**src/rtl/calc_pkg.sv**
```systemverilog
`default_nettype none
// ============================================================================
// Module   : calc_pkg
// Brief    : Shared types and constants for the calculator datapath.
// Revision : 1.0
// ============================================================================
package calc_pkg;

  localparam int CALC_WIDTH = 8;

  typedef enum logic [1:0] {
    IDLE = 2'd0,
    RUN  = 2'd1,
    DONE = 2'd2
  } sub_state_t;

endpackage
`default_nettype wire

```
**src/rtl/full_subtractor_cell.sv**
```systemverilog
`default_nettype none
// ============================================================================
// Module   : full_subtractor_cell
// Brief    : One-bit combinational full subtractor (x - y - bin).
// Revision : 1.0
// ============================================================================
module full_subtractor_cell (
  input  logic x,
  input  logic y,
  input  logic bin,
  output logic d,
  output logic bout
);

  assign d    = x ^ y ^ bin;
  assign bout = (~x & y) | (~(x ^ y) & bin);

endmodule
`default_nettype wire

```
**src/rtl/serial_subtractor.sv**
```systemverilog
`default_nettype none
// ============================================================================
// Module   : serial_subtractor
// Brief    : Bit-serial a - b, LSB first, one bit per clock with a borrow flop.
//            Optional signed overflow flag: define SERIAL_SUB_OVF_EN.
// Revision : 1.0
// ============================================================================
module serial_subtractor
  import calc_pkg::*;
#(
  parameter int WIDTH = CALC_WIDTH
) (
  input  logic             clk,
  input  logic             rst_n,
  input  logic             start,
  input  logic [WIDTH-1:0] a,
  input  logic [WIDTH-1:0] b,
  output logic             busy,
  output logic             done,
  output logic [WIDTH-1:0] diff,
  output logic             borrow_out,
  output logic             ovf
);

  localparam int CNT_W = $clog2(WIDTH + 1);
  localparam logic [CNT_W-1:0] c_last_cnt = CNT_W'(WIDTH - 1);

  sub_state_t       r_state;
  sub_state_t       w_state_nxt;
  logic             w_load;
  logic             w_last;
  logic [WIDTH-1:0] r_sa;
  logic [WIDTH-1:0] r_sb;
  logic [WIDTH-1:0] r_res;
  logic [WIDTH-1:0] w_res_nxt;
  logic [WIDTH-1:0] r_diff;
  logic [CNT_W-1:0] r_cnt;
  logic             r_borrow;
  logic             r_bout;
  logic             w_d;
  logic             w_bout;

  full_subtractor_cell u_cell (
    .x    (r_sa[0]),
    .y    (r_sb[0]),
    .bin  (r_borrow),
    .d    (w_d),
    .bout (w_bout)
  );

  // New difference bit enters at the MSB; after WIDTH shifts bit 0 is aligned.
  assign w_res_nxt = WIDTH'({w_d, r_res} >> 1);
  assign w_last    = (r_state == RUN) && (r_cnt == c_last_cnt);

  always_comb begin
    w_state_nxt = r_state;
    w_load      = 1'b0;
    unique case (r_state)
      IDLE: begin
        if (start) begin
          w_state_nxt = RUN;
          w_load      = 1'b1;
        end
      end
      RUN: begin
        if (r_cnt == c_last_cnt) w_state_nxt = DONE;
      end
      DONE: begin
        if (start) begin
          w_state_nxt = RUN;
          w_load      = 1'b1;
        end else begin
          w_state_nxt = IDLE;
        end
      end
      default: w_state_nxt = IDLE;
    endcase
  end

  always_ff @(posedge clk or negedge rst_n) begin
    if (!rst_n) begin
      r_state  <= IDLE;
      r_sa     <= '0;
      r_sb     <= '0;
      r_res    <= '0;
      r_cnt    <= '0;
      r_borrow <= 1'b0;
      r_diff   <= '0;
      r_bout   <= 1'b0;
    end else begin
      r_state <= w_state_nxt;
      if (w_load) begin
        r_sa     <= a;
        r_sb     <= b;
        r_res    <= '0;
        r_cnt    <= '0;
        r_borrow <= 1'b0;
      end else if (r_state == RUN) begin
        r_sa     <= r_sa >> 1;
        r_sb     <= r_sb >> 1;
        r_res    <= w_res_nxt;
        r_cnt    <= r_cnt + CNT_W'(1);
        r_borrow <= w_bout;
      end
      if (w_last) begin
        r_diff <= w_res_nxt;
        r_bout <= w_bout;
      end
    end
  end

`ifdef SERIAL_SUB_OVF_EN
  logic r_a_msb;
  logic r_b_msb;
  logic r_ovf;

  always_ff @(posedge clk or negedge rst_n) begin
    if (!rst_n) begin
      r_a_msb <= 1'b0;
      r_b_msb <= 1'b0;
      r_ovf   <= 1'b0;
    end else begin
      if (w_load) begin
        r_a_msb <= a[WIDTH-1];
        r_b_msb <= b[WIDTH-1];
      end
      if (w_last) r_ovf <= (r_a_msb ^ r_b_msb) & (w_res_nxt[WIDTH-1] ^ r_a_msb);
    end
  end

  assign ovf = r_ovf;
`else
  assign ovf = 1'b0;
`endif

  assign busy       = (r_state == RUN);
  assign done       = (r_state == DONE);
  assign diff       = r_diff;
  assign borrow_out = r_bout;

endmodule
`default_nettype wire

```
**config.mk**
```make
export PLATFORM = sky130hd
export DESIGN_NAME = serial_subtractor
export DESIGN_NICKNAME = d
export VERILOG_FILES = /design/src/rtl/calc_pkg.sv /design/src/rtl/full_subtractor_cell.sv /design/src/rtl/serial_subtractor.sv
export SDC_FILE = /design/constraint.sdc
export NUM_CORES = 1
export LEC_CHECK = 0
export CAP_MARGIN = 10
export CORE_ASPECT_RATIO = 1.1
export CORE_MARGIN = 3
export CORE_UTILIZATION = 54
export DETAILED_ROUTE_END_ITERATION = 10
export PLACE_DENSITY = 0.83
export SLEW_MARGIN = 20
export SYNTH_ARGS = -nofsm -noshare
export SYNTH_HDL_FRONTEND = slang
export SYNTH_SLANG_ARGS = --single-unit
```
**constraint.sdc**
```tcl
create_clock -name clk -period 3 [get_ports clk]
set_input_delay 0.3 -clock clk [delete_from_list [all_inputs] [get_ports clk]]
set_output_delay 0.3 -clock clk [all_outputs]
set_load 0.03 [all_outputs]
```
; Yosys cells after proc, flatten, opt, wreduce, memory -nomap -nowiden
; Cells that the tools add are included.
[word_totals]
out_inout_bits = 12
reg_bits = 40
inputBits = 19
[classes]
n_eq_ne = 5
bitwise_logic = 7
muxes = 16
addsub = 1
n_reduce_logical = 5
[ops]
columns = operator, n
row1 = $mux W8, 6
row2 = $mux W4, 2
row3 = $pmux W2 S3, 1
row4 = $mux W1, 5
row5 = $add A4 B1 Y4 const B, 1
row6 = $eq A4 B3 Y1 const B, 1
row7 = $mux W2, 2
row8 = $and A1 B1 Y1, 2
row9 = $eq A2 B1 Y1 const B, 1
row10 = $eq A2 B2 Y1 const B, 1
row11 = $logic_not A2 Y1, 1
row12 = $ne A2 B1 Y1 const B, 1
row13 = $ne A2 B2 Y1 const B, 1
row14 = $not A1 Y1, 2
row15 = $reduce_and A2 Y1, 1
row16 = $reduce_bool A2 Y1, 1
row17 = $reduce_or A2 Y1, 1
row18 = $xor A1 B1 Y1, 2
row19 = $logic_and A1 B1 Y1, 1
row20 = $or A1 B1 Y1, 1

; Longest topological paths before layout
; Gate-level depths: netlist (run 1).
[logic_depth]
word_depth = 6
depth_mapped = 6

; Modules after synthesis
; A second synthesis (run 1) with hierarchy kept.
[unflattened]
cells_unflattened = 140
hier_area_um2 = 1621.6
[modules_own_cells]
columns = mod, area_per_inst_um2, cells_per_inst, instances
row1 = serial_subtractor, 1590.3, 136, 1
row2 = full_subtractor_cell, 31.3, 4, 1

; Least setup slack after synthesis (run 1)
; OpenSTA, ideal clock, no wires.
[synth_path]
kind = register to register
start = register r_state[1]
end = register r_diff[0], in the netlist diff[0]
arrival_ps = 1342
n_path_buf = 1
slack_ps = 1533
period_less_slack_ps = 1467
path_stages_with_launch = 5
setup_time_ps = 125
cell_sequence = dfrtp_1 nand2b_1 buf_6 nor3_4 mux2_2
[synth_via]
elab_chain_len = 2
[synth_rtl]
columns = item, line_no
row1 = start: declaration, serial_subtractor.sv:28  ; sub_state_t r_state;
row2 = start signal: assignment, serial_subtractor.sv:91  ; r_state <= w_state_nxt;
row3 = $eq A2 B1 Y1, serial_subtractor.sv:53  ; assign w_last = (r_state == RUN) && (r_cnt == c_last_cnt);
row4 = $logic_and A1 B1 Y1, serial_subtractor.sv:53
row5 = end signal: assignment, serial_subtractor.sv:106  ; r_diff <= w_res_nxt;
row6 = end: declaration, serial_subtractor.sv:36  ; logic [WIDTH-1:0] r_diff;
; No other way between the ends.
; A chain may end at the register's enable or synchronous reset.

; Final worst setup path (run 1)
[layout_path]
start = register r_state[1]
end = output port busy
[layout_via]
elab_chain_len = 1
[layout_rtl]
columns = item, line_no
row1 = $eq A2 B1 Y1, serial_subtractor.sv:136  ; assign busy = (r_state == RUN);
row2 = end: declaration, serial_subtractor.sv:18  ; output logic busy,
; No other way between the ends.

==> impl_results.md, run 1 <==
- Clock Sink Count: 39
- Ant diodes: 0
- Clock Latency Late Sink: about 330 ps
- Crit path max fanout: 28
- Die W: a little under 60 um
- Buffers on Ports: 29
- Worst Hold Class: input pin to async pin
- GRT Total Usage: 18.58%
- Slew headroom: 43.78%
- Pins Over Slew Limit: 0
- Max-cap viol count: 0
- Sequential-to-total area share from yosys stat: a little over 60%
- Layout area overhead: 23.45%
- TritonCTS clock tree: yes
- CP arrival: about 2000 ps
- Core Region: 0.002803 mm2
- Reg2reg setup slack: roughly 1200 ps
- TritonCTS Buffers: 5
- CP required: approximately 2700 ps
- Crit Path Category: flop to output port
- Worst reg-to-reg path cell count: 4
- Final setup fails: 0
- Pleak: just over 0.9 nW
- Sum of buffers and inverters on the critical path: 2
- Vias: about 1100
- First-pass GRT wire length: between 5000 and 6000 um
- Synth warnings: 0
- Setup tns final: 0 ps
- Final wirelength: 3013 um
- CTS resizes: 0
- Hold buffer count at cts: 0
- Cells after Synth: 137
- Starting density of the core: between 50% and 60%
- Largest net degree at the start of global routing: 40
- Synth area leaders: dfrtp_1, mux2_2, a22o_1
- Antenna violations before repair: 0
- Slew @ Worst Pin: about 840 ps
- FP Rows: 20
- Synth area leader: dfrtp_1
- Peak VDD IR: approximately 0.00081 V
- Clk slew on worst S/H paths: 120 ps
- Share of post-route cells with drive strength above 1: a little over an eighth
- Vias in the first global route: 1190
- Startpoint Class: flop
- CP Cell Sequence: nand2b_1, inv_2, clkdlybuf4s50_1
- DP HPWL: 2040 um
- GRT overflow: 0
- Final GP Congestion: around 0.73
- Flops & latches, synth: 39
- Critical Path End Type: output port
- Syn Area/Cell: approximately 12 um2
- Fmax: about 430 MHz
- Cell variety after synth: 28
- Post-synth EDFFs: 0
- First-pass DRT Iterations: 4
- R2r endpoint: r_sb[7]$_DFFE_PN0P_
- Via density per instance: 5.655
- Post-synth ARST share: 100.0%
- Antenna Violating Nets Remaining: 0
- Skew final: ~12 ps
- Synth cell count leaders: dfrtp_1, nand2_1, a22o_1
- Kind of cell adding the most delay to the critical path: buffers and inverters
- Synthesized cell area: between 0.0015 and 0.002 mm2
- CP max stage delay: around 760 ps
- Status: completed
- Crit path max-delay cell type: clkdlybuf4s50_1
- Pwr Density: about 1100 mW/mm2
- Post-route clock period utilization: approximately 77%
- CTS H-tree depth: 2
- Synth Flop Type: dfrtp_1
- Mapped Nets: ~160
- Routed len/inst: between 15 and 20 um
- Final net count: 187
- Most frequent cell after synthesis: dfrtp_1
- RSZ-0062 raised after global routing: false
- # DRC: 0
- Die area: around 0.0037 mm2
- Final Critical Period: between 2000 and 2500 ps
- Reg2reg start: r_state[0]$_DFFE_PN0P_
- Die Y: around 63 um
- WHS: around 42 ps
- I/O pin cnt: 31
- Root buffer cell: clkbuf_4
- Iter 0 DRT Violations: 59
- Post-synth top area share: between 60% and 70%
- Max clock buf depth: 2
- Final Hold Fails: 0
- Setup bufs post-CTS: 0
## layout by cell type, fill, tap and decap left out, types with 2 or more instances in the layout
cell type        instances
o21ai_0                  2
nand2b_1                 2
a31oi_1                  4
nor2_1                   6
a22oi_1                  8
clkbuf_4                 5
a22o_1                  10
dfrtp_1                 39
nand2_1                 20
clkdlybuf4s50_1         28
nand3_1                  9
nor3_1                   2
inv_1                    3
buf_4                    2
mux2i_1                  3
mux2_2                   9
## report_power, final
group | internal, W | switching (W) | leakage [nW]
Sequential | 0.000765 | 0.000148 | 0.489
Clock | 0.000197 | 0.000170 | 0.0482
Combinational | 0.000418 | 0.000512 | 0.376
Total | 0.00138 | 0.000830 | 0.914
## kinds of logic (layout without fill, tap and decap cells)
| group | after synthesis | in the layout | synth area share (%) |
|---|---|---|---|
| other cells | 1 | 1 | 0.2320 |
| flops | 39 | 39 | 60.37 |
| mux | 12 | 12 | 8.127 |
| fa+ha+maj | 2 | 2 | 2.012 |
| buf+inv | 13 | 43 | 3.947 |
| compound gates | 27 | 27 | 12.85 |
| simple gates | 43 | 43 | 12.46 |
## how the worst max path moves through the flow
| stage | startpoint | endpoint | slack, ps | cells after the start |
|---|---|---|---|---|
| after floorplan | r_state[1]$_DFFE_PN0P_ | diff[0]$_DFFE_PN0P_ | 1530 | 4 |
| after detailed placement | start | r_sb[7]$_DFFE_PN0P_ | 970 | 5 |
| final | r_state[1]$_DFFE_PN0P_ | busy | 690 | 3 |
| after global placement | start | r_sb[7]$_DFFE_PN0P_ | 1060 | 5 |
| after global routing | r_state[1]$_DFFE_PN0P_ | busy | 590 | 3 |
| after CTS | r_state[1]$_DFFE_PN0P_ | busy | 690 | 3 |
## layout make-up
type                       count  area (um2)
tap                           33       41.29
multi-input combinational     85       576.8
fill                         216       807.0
clock buffer                   6       51.30
timing repair buffer          31       300.3
inverter                       4       15.01
sequential                    39       975.9
clock inverter                 2       35.03
## state kept, by name, indices dropped and copies added (netlist names)
name / count
r_state: 2
r_res: 7
diff: 8
r_sb: 8
borrow_out: 1
r_borrow: 1
r_cnt: 4
r_sa: 8
## layer usage
| metal | track usage, % | routed length [um] | up-vias |
|---|---|---|---|
| met5 | 0 | 0 | - |
| met4 | 5.217 | 38 | 0 |
| li1 | - | - | 537 |
| met2 | 30.08 | 1523 | 26 |
| met3 | 4.508 | 143 | 5 |
| met1 | 24.79 | 1307 | 563 |
## stage by stage
stage	cell area, um2	total power [W]	utilization (%)	cells	setup WS, ps
after floorplan	1617	0.001571	-	137	1533
after global placement	1909	0.001814	68.13	192	1058
after detailed placement	1909	0.001862	68.13	192	971.3
after CTS	1996	0.002225	71.21	200	690.1
after global routing	1996	0.002368	71.21	200	587.5
final	1996	0.002210	71.21	200	685.4
No activity file was read; power rests on OpenSTA's default activity.
==> run 2: changes to the inputs <==
--- a/config.mk
+++ b/config.mk
@@ -8,9 +8,9 @@
 export CAP_MARGIN = 10
 export CORE_ASPECT_RATIO = 1.1
 export CORE_MARGIN = 3
-export CORE_UTILIZATION = 54
+export CORE_UTILIZATION = 50
 export DETAILED_ROUTE_END_ITERATION = 10
-export PLACE_DENSITY = 0.83
+export PLACE_DENSITY = 0.77
 export SLEW_MARGIN = 20
 export SYNTH_ARGS = -nofsm -noshare
 export SYNTH_HDL_FRONTEND = slang
==> constraint.sdc (replaced) <==
create_clock -name clk -period 2.3 [get_ports clk]
set_input_delay 0.23 -clock clk [delete_from_list [all_inputs] [get_ports clk]]
set_output_delay 0.23 -clock clk [all_outputs]
set_load 0.03 [all_outputs]
==> impl_results.md, run 2 (synthesis gave the netlist of run 1 again) <==
- Largest net degree at the start of global routing: 40 (unchanged)
- Crit path max-delay cell type: clkdlybuf4s50_1
- RSZ-0062 raised after global routing: false
- Post-route clock period utilization: 92.04%
- Ant diodes: 0 (unchanged)
- Skew final: 11.45 ps (-0.5643 ps)
- GRT overflow: 0 (unchanged)
- Crit Path Category: flop to output port
- First-pass DRT Iterations: 4 (unchanged)
- Final std cells w/o fill: 204 (+2.0%)
- WHS: 450.3 ps (+408.7 ps)
- Peak VDD IR: 0.0007705 V (-5.5%)
- Final wirelength: 3169 um (+5.2%)
- CTS H-tree depth: 2 (unchanged)
- Setup tns final: 0 ps (unchanged)
- Most common cell after layout, fill and taps aside: dfrtp_1
- Vias in the first global route: 1106 (-7.1%)
- Pins Over Slew Limit: 0 (unchanged)
- Clock Latency Late Sink: 360 ps (+30 ps)
- WHS Path Cells: 3
- Fmax: 472.4 MHz
- Worst Hold Path EP: r_sa[4]$_DFFE_PN0P_
- Kind of cell adding the most delay to the critical path: buffers and inverters
- TritonCTS clock tree: yes
- Final Hold Fails: 0 (unchanged)
- Die Y: 65.64 um (+3.5%)
- Final Critical Period: 2117 ps
- Root buffer cell: clkbuf_4
- I/O pin cnt: 31 (unchanged)
- DP HPWL: 2125 um (+4.2%)
- Placed cell count: 195 (+1.6%)
- Worst reg-to-reg path cell count: 4 (unchanged)
- R2r endpoint: diff[4]$_DFFE_PN0P_
- Critical Path End Type: output port
- Via density per instance: 5.539 (-2.0%)
- Slew headroom: 44.30% (+0.52 points)
- Layout area overhead: 23.30%
- Vias: 1130 (-0.088%)
- Slew @ Worst Pin: 835.5 ps (-4.642 ps)
- # DRC: 0 (unchanged)
- Clock Sink Count: 39 (unchanged)
- Share of post-route cells with drive strength above 1: 14.12% (+0.94 points)
- CP arrival: 1890 ps (-120 ps)
- HP Start: a[4]
- CP Cell Sequence: nand2b_1, inv_2, clkdlybuf4s50_1
- GRT Total Usage: 18.38% (-0.21 points)
- Startpoint Class: flop
- Antenna violations before repair: 0 (unchanged)
- Max clock buf depth: 2 (unchanged)
- Pleak: 0.9068 nW (-0.79%)
- Antenna Violating Nets Remaining: 0 (unchanged)
- FP Rows: 21 (+5.0%)
- Core Region: 0.003074 mm2 (+9.7%)
- Status: completed
- Final net count: 190 (+1.6%)
- First-pass GRT wire length: 5161 um (-2.7%)
- CP required: 2070 ps (-630 ps)
- Worst Hold Class: input pin to flop
- Pwr Density: 1402 mW/mm2 (+27%)
- Routed len/inst: 15.53 um (+3.1%)
- Crit path max fanout: 13 (-54%)
- Buffers on Ports: 29 (unchanged)
- Final setup fails: 0 (unchanged)
- Commonest non-fill, non-tap cells in the layout: dfrtp_1, clkdlybuf4s50_1, nand2_1
- Clk slew on worst S/H paths: 130 ps (about the same)
- Sum of buffers and inverters on the critical path: 2 (unchanged)
- Reg2reg setup slack: 550 ps (-690 ps)
- Final GP Congestion: 0.7361 (+0.97%)
- Iter 0 DRT Violations: 44 (-25%)
- CP max stage delay: 710 ps (-50 ps)
- Starting density of the core: 52.58% (-5.1 points)
- Max-cap viol count: 0 (unchanged)
- Die area: 0.003952 mm2 (+7.2%)
- TritonCTS Buffers: 5 (unchanged)
- Reg2reg start: r_state[1]$_DFFE_PN0P_
- Setup bufs post-CTS: 0 (unchanged)
- Die W: 60.22 um (+3.5%)
[run 2: layout make-up]
| cell class | count | area (um2) |
|---|---|---|
| Fill cell | 234 | 1081 |
| Clock buffer | 5 | 37.54 |
| Sequential cell | 39 | 975.9 |
| Multi-Input combinational cell | 85 | 576.8 |
| Clock inverter | 3 | 20.02 |
| Timing Repair Buffer | 34 | 325.3 |
| Inverter | 4 | 15.01 |
| Tap cell | 34 | 42.54 |
[run 2: repair_timing]
item	in CTS	in global routing
hold buffers	1	0
setup endpoints to repair	0	0
endpoints found under the hold margin	39	0
resized for setup	0	0
[run 2: worst reg2reg max path: stages (launching register included)]
cell	delay [ps]
dfrtp_1	410
nand2b_1	190
buf_4	200
nor3_4	440
mux2_2	400
[run 2: layer usage]
| metal | global-route usage [%] | vias to the layer above | routed length (um) |
|---|---|---|---|
| li1 | - | 541 | - |
| met1 | 24.58 | 561 | 1435 |
| met2 | 26.35 | 22 | 1517 |
| met3 | 6.876 | 6 | 149 |
| met4 | 8.310 | 0 | 68 |
| met5 | 0 | - | 0 |
[run 2: metrics by stage]
stage / cell area [um2] / power, W / setup slack, ps / util, %
6_report: 1993 / 0.002795 / 183.2 / 64.84
5_1_grt: 1993 / 0.003009 / 99.18 / 64.84
4_1_cts: 1993 / 0.002827 / 160.0 / 64.84
2_1_floorplan: 1617 / 0.002049 / 833.0 / -
3_5_place_dp: 1926 / 0.002463 / 543.7 / 62.64
3_3_place_gp: 1926 / 0.002403 / 608.5 / 62.64
[run 2: worst max-delay path by stage]
stage                           startpoint                  end  slack, ps  cells after the start
floorplan           r_state[1]$_DFFE_PN0P_  diff[0]$_DFFE_PN0P_        830                      4
global placement    r_state[1]$_DFFE_PN0P_  diff[4]$_DFFE_PN0P_        610                      4
detailed placement  r_state[1]$_DFFE_PN0P_  diff[1]$_DFFE_PN0P_        540                      4
CTS                 r_state[1]$_DFFE_PN0P_                 busy        160                      3
global route        r_state[1]$_DFFE_PN0P_                 busy        100                      3
finish              r_state[1]$_DFFE_PN0P_                 busy        180                      3
[run 2: power breakdown]
part           internal [W]  total, W  switching (W)
Clock              0.000117  0.000355       0.000239
Sequential         0.000998   0.00119       0.000192
Combinational      0.000572   0.00125       0.000679
Total               0.00169   0.00280        0.00111
==> run 3: changes to the inputs <==
--- a/config.mk
+++ b/config.mk
@@ -9,6 +9,7 @@
 export CORE_ASPECT_RATIO = 1.1
 export CORE_MARGIN = 3
 export CORE_UTILIZATION = 50
+export CTS_CLUSTER_DIAMETER = 50
 export DETAILED_ROUTE_END_ITERATION = 10
 export PLACE_DENSITY = 0.77
 export SLEW_MARGIN = 20
==> constraint.sdc (replaced) <==
create_clock -name clk -period 1.96 [get_ports clk]
set_input_delay 0.196 -clock clk [delete_from_list [all_inputs] [get_ports clk]]
set_output_delay 0.196 -clock clk [all_outputs]
set_load 0.03 [all_outputs]
==> impl_results.md, run 3 (synthesis gave the netlist of run 1 again) <==
- Fmax: between 500 and 600 MHz
- Starting density of the core: 52.58% (unchanged)
- Most common cell after layout, fill and taps aside: dfrtp_1
- Post-route clock period utilization: 93.49%
- NetSw: 0.001284 W (+16%)
- Slew headroom: 43.54% (-0.76 points)
- CP Cell Sequence: nand2b_1, inv_2, buf_4, buf_4
- GRT overflow: 0 (unchanged)
- Crit path max fanout: 27 (+14)
- Reg power frac: 42.3% (-0.3 points)
- Final Critical Period: around 1800 ps
- Vias in the first global route: 1147 (+3.7%)
- Critical Path End Type: output port
- Hold buffer count at cts: 1 (unchanged)
- Worst Hold Class: input pin to flop
- I/O pin cnt: 31 (unchanged)
- Antenna violations before repair: 0 (unchanged)
- GRT Total Usage: 18.78% (+0.40 points)
- Setup bufs post-CTS: 0 (unchanged)
- RSZ-0062 raised after global routing: false
- Final setup fails: 0 (unchanged)
- Area taken by multi-input logic gates: 576.8 um2 (unchanged)
- Slew @ Worst Pin: 846.9 ps (+11.37 ps)
- Ant diodes: 0 (unchanged)
- Max-cap viol count: 0 (unchanged)
- Iter 0 DRT Violations: 63 (+43%)
- Logic pwr share: 43.9% (-0.8 points)
- Crit Path Category: flop to output port
- TritonCTS Buffers: 5 (unchanged)
- Clk pwr share: 13.9% (+1.2 points)
- Storage element area: 975.9 um2 (unchanged)
- First-pass DRT Iterations: 4 (unchanged)
- Largest net degree at the start of global routing: 40 (unchanged)
- Peak VDD IR: 0.001078 V (+40%)
- Die area: 0.003952 mm2 (unchanged)
- Skew final: 6.427 ps (-5.020 ps)
- Routed len/inst: 15.59 um (+0.37%)
- Via density per instance: 5.645 (+1.9%)
- CP required: 1760 ps (-310 ps)
- FP Rows: 21 (unchanged)
- Antenna Violating Nets Remaining: 0 (unchanged)
- Startpoint Class: flop
- Layout area overhead: 23.37% (about the same)
- Vias: 1146 (+1.4%)
- Pins Over Slew Limit: 0 (unchanged)
- Total power: 0.003323 W (+19%)
- Share of post-route cells with drive strength above 1: 13.61% (-0.51 points)
- Final std cells w/o fill: 203 (-0.49%)
- Final net count: 189 (-0.53%)
- Core Region: 0.003074 mm2 (unchanged)
- Final wirelength: 3165 um (-0.13%)
- Pwr Density: 1666 mW/mm2 (+19%)
- Pleak: 0.9137 nW (+0.76%)
- Core Util, Final: 64.88% (about the same)
- Setup tns final: 0 ps (unchanged)
- Final GP Congestion: 0.7374 (+0.18%)
- Fillers: 233 (-0.43%)
- Clk slew on worst S/H paths: 110 ps (-20 ps)
- Buffers on Ports: 29 (unchanged)
- Root buffer cell: clkbuf_4
- First-pass GRT wire length: 5430 um (+5.2%)
- DP HPWL: 2142 um (+0.79%)
- Status: completed
- TritonCTS clock tree: yes
- Final Hold Fails: 0 (unchanged)
- Switching share of total power: 38.65% (-1.0 points)
- Placed cell count: 194 (-0.51%)
- Max clock buf depth: 2 (unchanged)
- Die W: 60.22 um (unchanged)
- Clock Sink Count: 39 (unchanged)
- CP max stage delay: 390 ps (-320 ps)
- CTS H-tree depth: 2 (unchanged)
- Clock Latency Late Sink: 340 ps (-20 ps)
- Die Y: 65.64 um (unchanged)
- CP most frequent cell: buf_4
- CP arrival: 1640 ps (-250 ps)
- Crit path max-delay cell type: dfrtp_1
- P_int: 0.002039 W (+21%)
- CTS resizes: 0 (unchanged)
- Commonest non-fill, non-tap cells in the layout: dfrtp_1, clkdlybuf4s50_1, nand2_1
- # DRC: 0 (unchanged)
run 3: cell types whose count changed in the layout (fill, tap and decap cells not counted):
cell             before  now
clkdlybuf4s50_1      28   27
clkinvlp_4            2    0
clkinv_2              1    0
clkbuf_8              0    2
clkbuf_1              0    1
run 3: worst paths after layout:
kind,end,slack (ps),startpoint,cells after the start
max in group asynchronous,r_sb[3]$_DFFE_PN0P_,940,rst_n,2
max,busy,130,r_state[1]$_DFFE_PN0P_,4
min,r_sa[3]$_DFFE_PN0P_,420,a[3],3
min reg2reg,r_borrow$_DFFE_PN0P_,510,r_borrow$_DFFE_PN0P_,1
min in group asynchronous,r_res[2]$_DFFE_PN0P_,480,rst_n,2
max reg2reg,diff[1]$_DFFE_PN0P_,290,r_cnt[0]$_DFFE_PN0P_,4
run 3: stage by stage:
step | hold WS, ps | setup WS, ps | instance area [um2]
after floorplan | -99.59 | 493.0 | 1617
after global placement | 340.4 | 312.0 | 1916
after detailed placement | 348.3 | 295.1 | 1916
after CTS | 408.2 | 117.6 | 1994
after global routing | 420.4 | 41.75 | 1994
final | 418.6 | 127.6 | 1994
run 3: per-layer routing:
metal | global-route usage, % | share of wire, % | up-vias
li1 | - | - | 542
met1 | 26.63 | 46 | 576
met2 | 27.03 | 48 | 23
met3 | 5.894 | 4.3 | 5
met4 | 6.648 | 1.6 | 0
met5 | 0 | 0 | -
run 3: worst max-delay path, delay by kind of cell, from the launching register on:
family                 cells  cell delay [ps]
buffers and inverters      3              610
flip-flops                 1              390
AND/OR/NAND/NOR            1              280
run 3: cell type report:
| class | instances | share of cell area (%) |
|---|---|---|
| inverters | 4 | 0.7528 |
| repair buffers | 33 | 15.81 |
| multi-input cells | 85 | 28.92 |
| well taps | 34 | 2.133 |
| clock buffers | 8 | 3.450 |
| flip-flops and latches | 39 | 48.93 |
run 3: power by group through the flow:
stage               sequential (W)  combinational, W  clock, W
floorplan                  0.00153          0.000875         0
global placement           0.00140           0.00140         0
detailed placement         0.00142           0.00147         0
CTS                        0.00140           0.00147  0.000479
global route               0.00146           0.00159  0.000515
finish                     0.00140           0.00146  0.000461
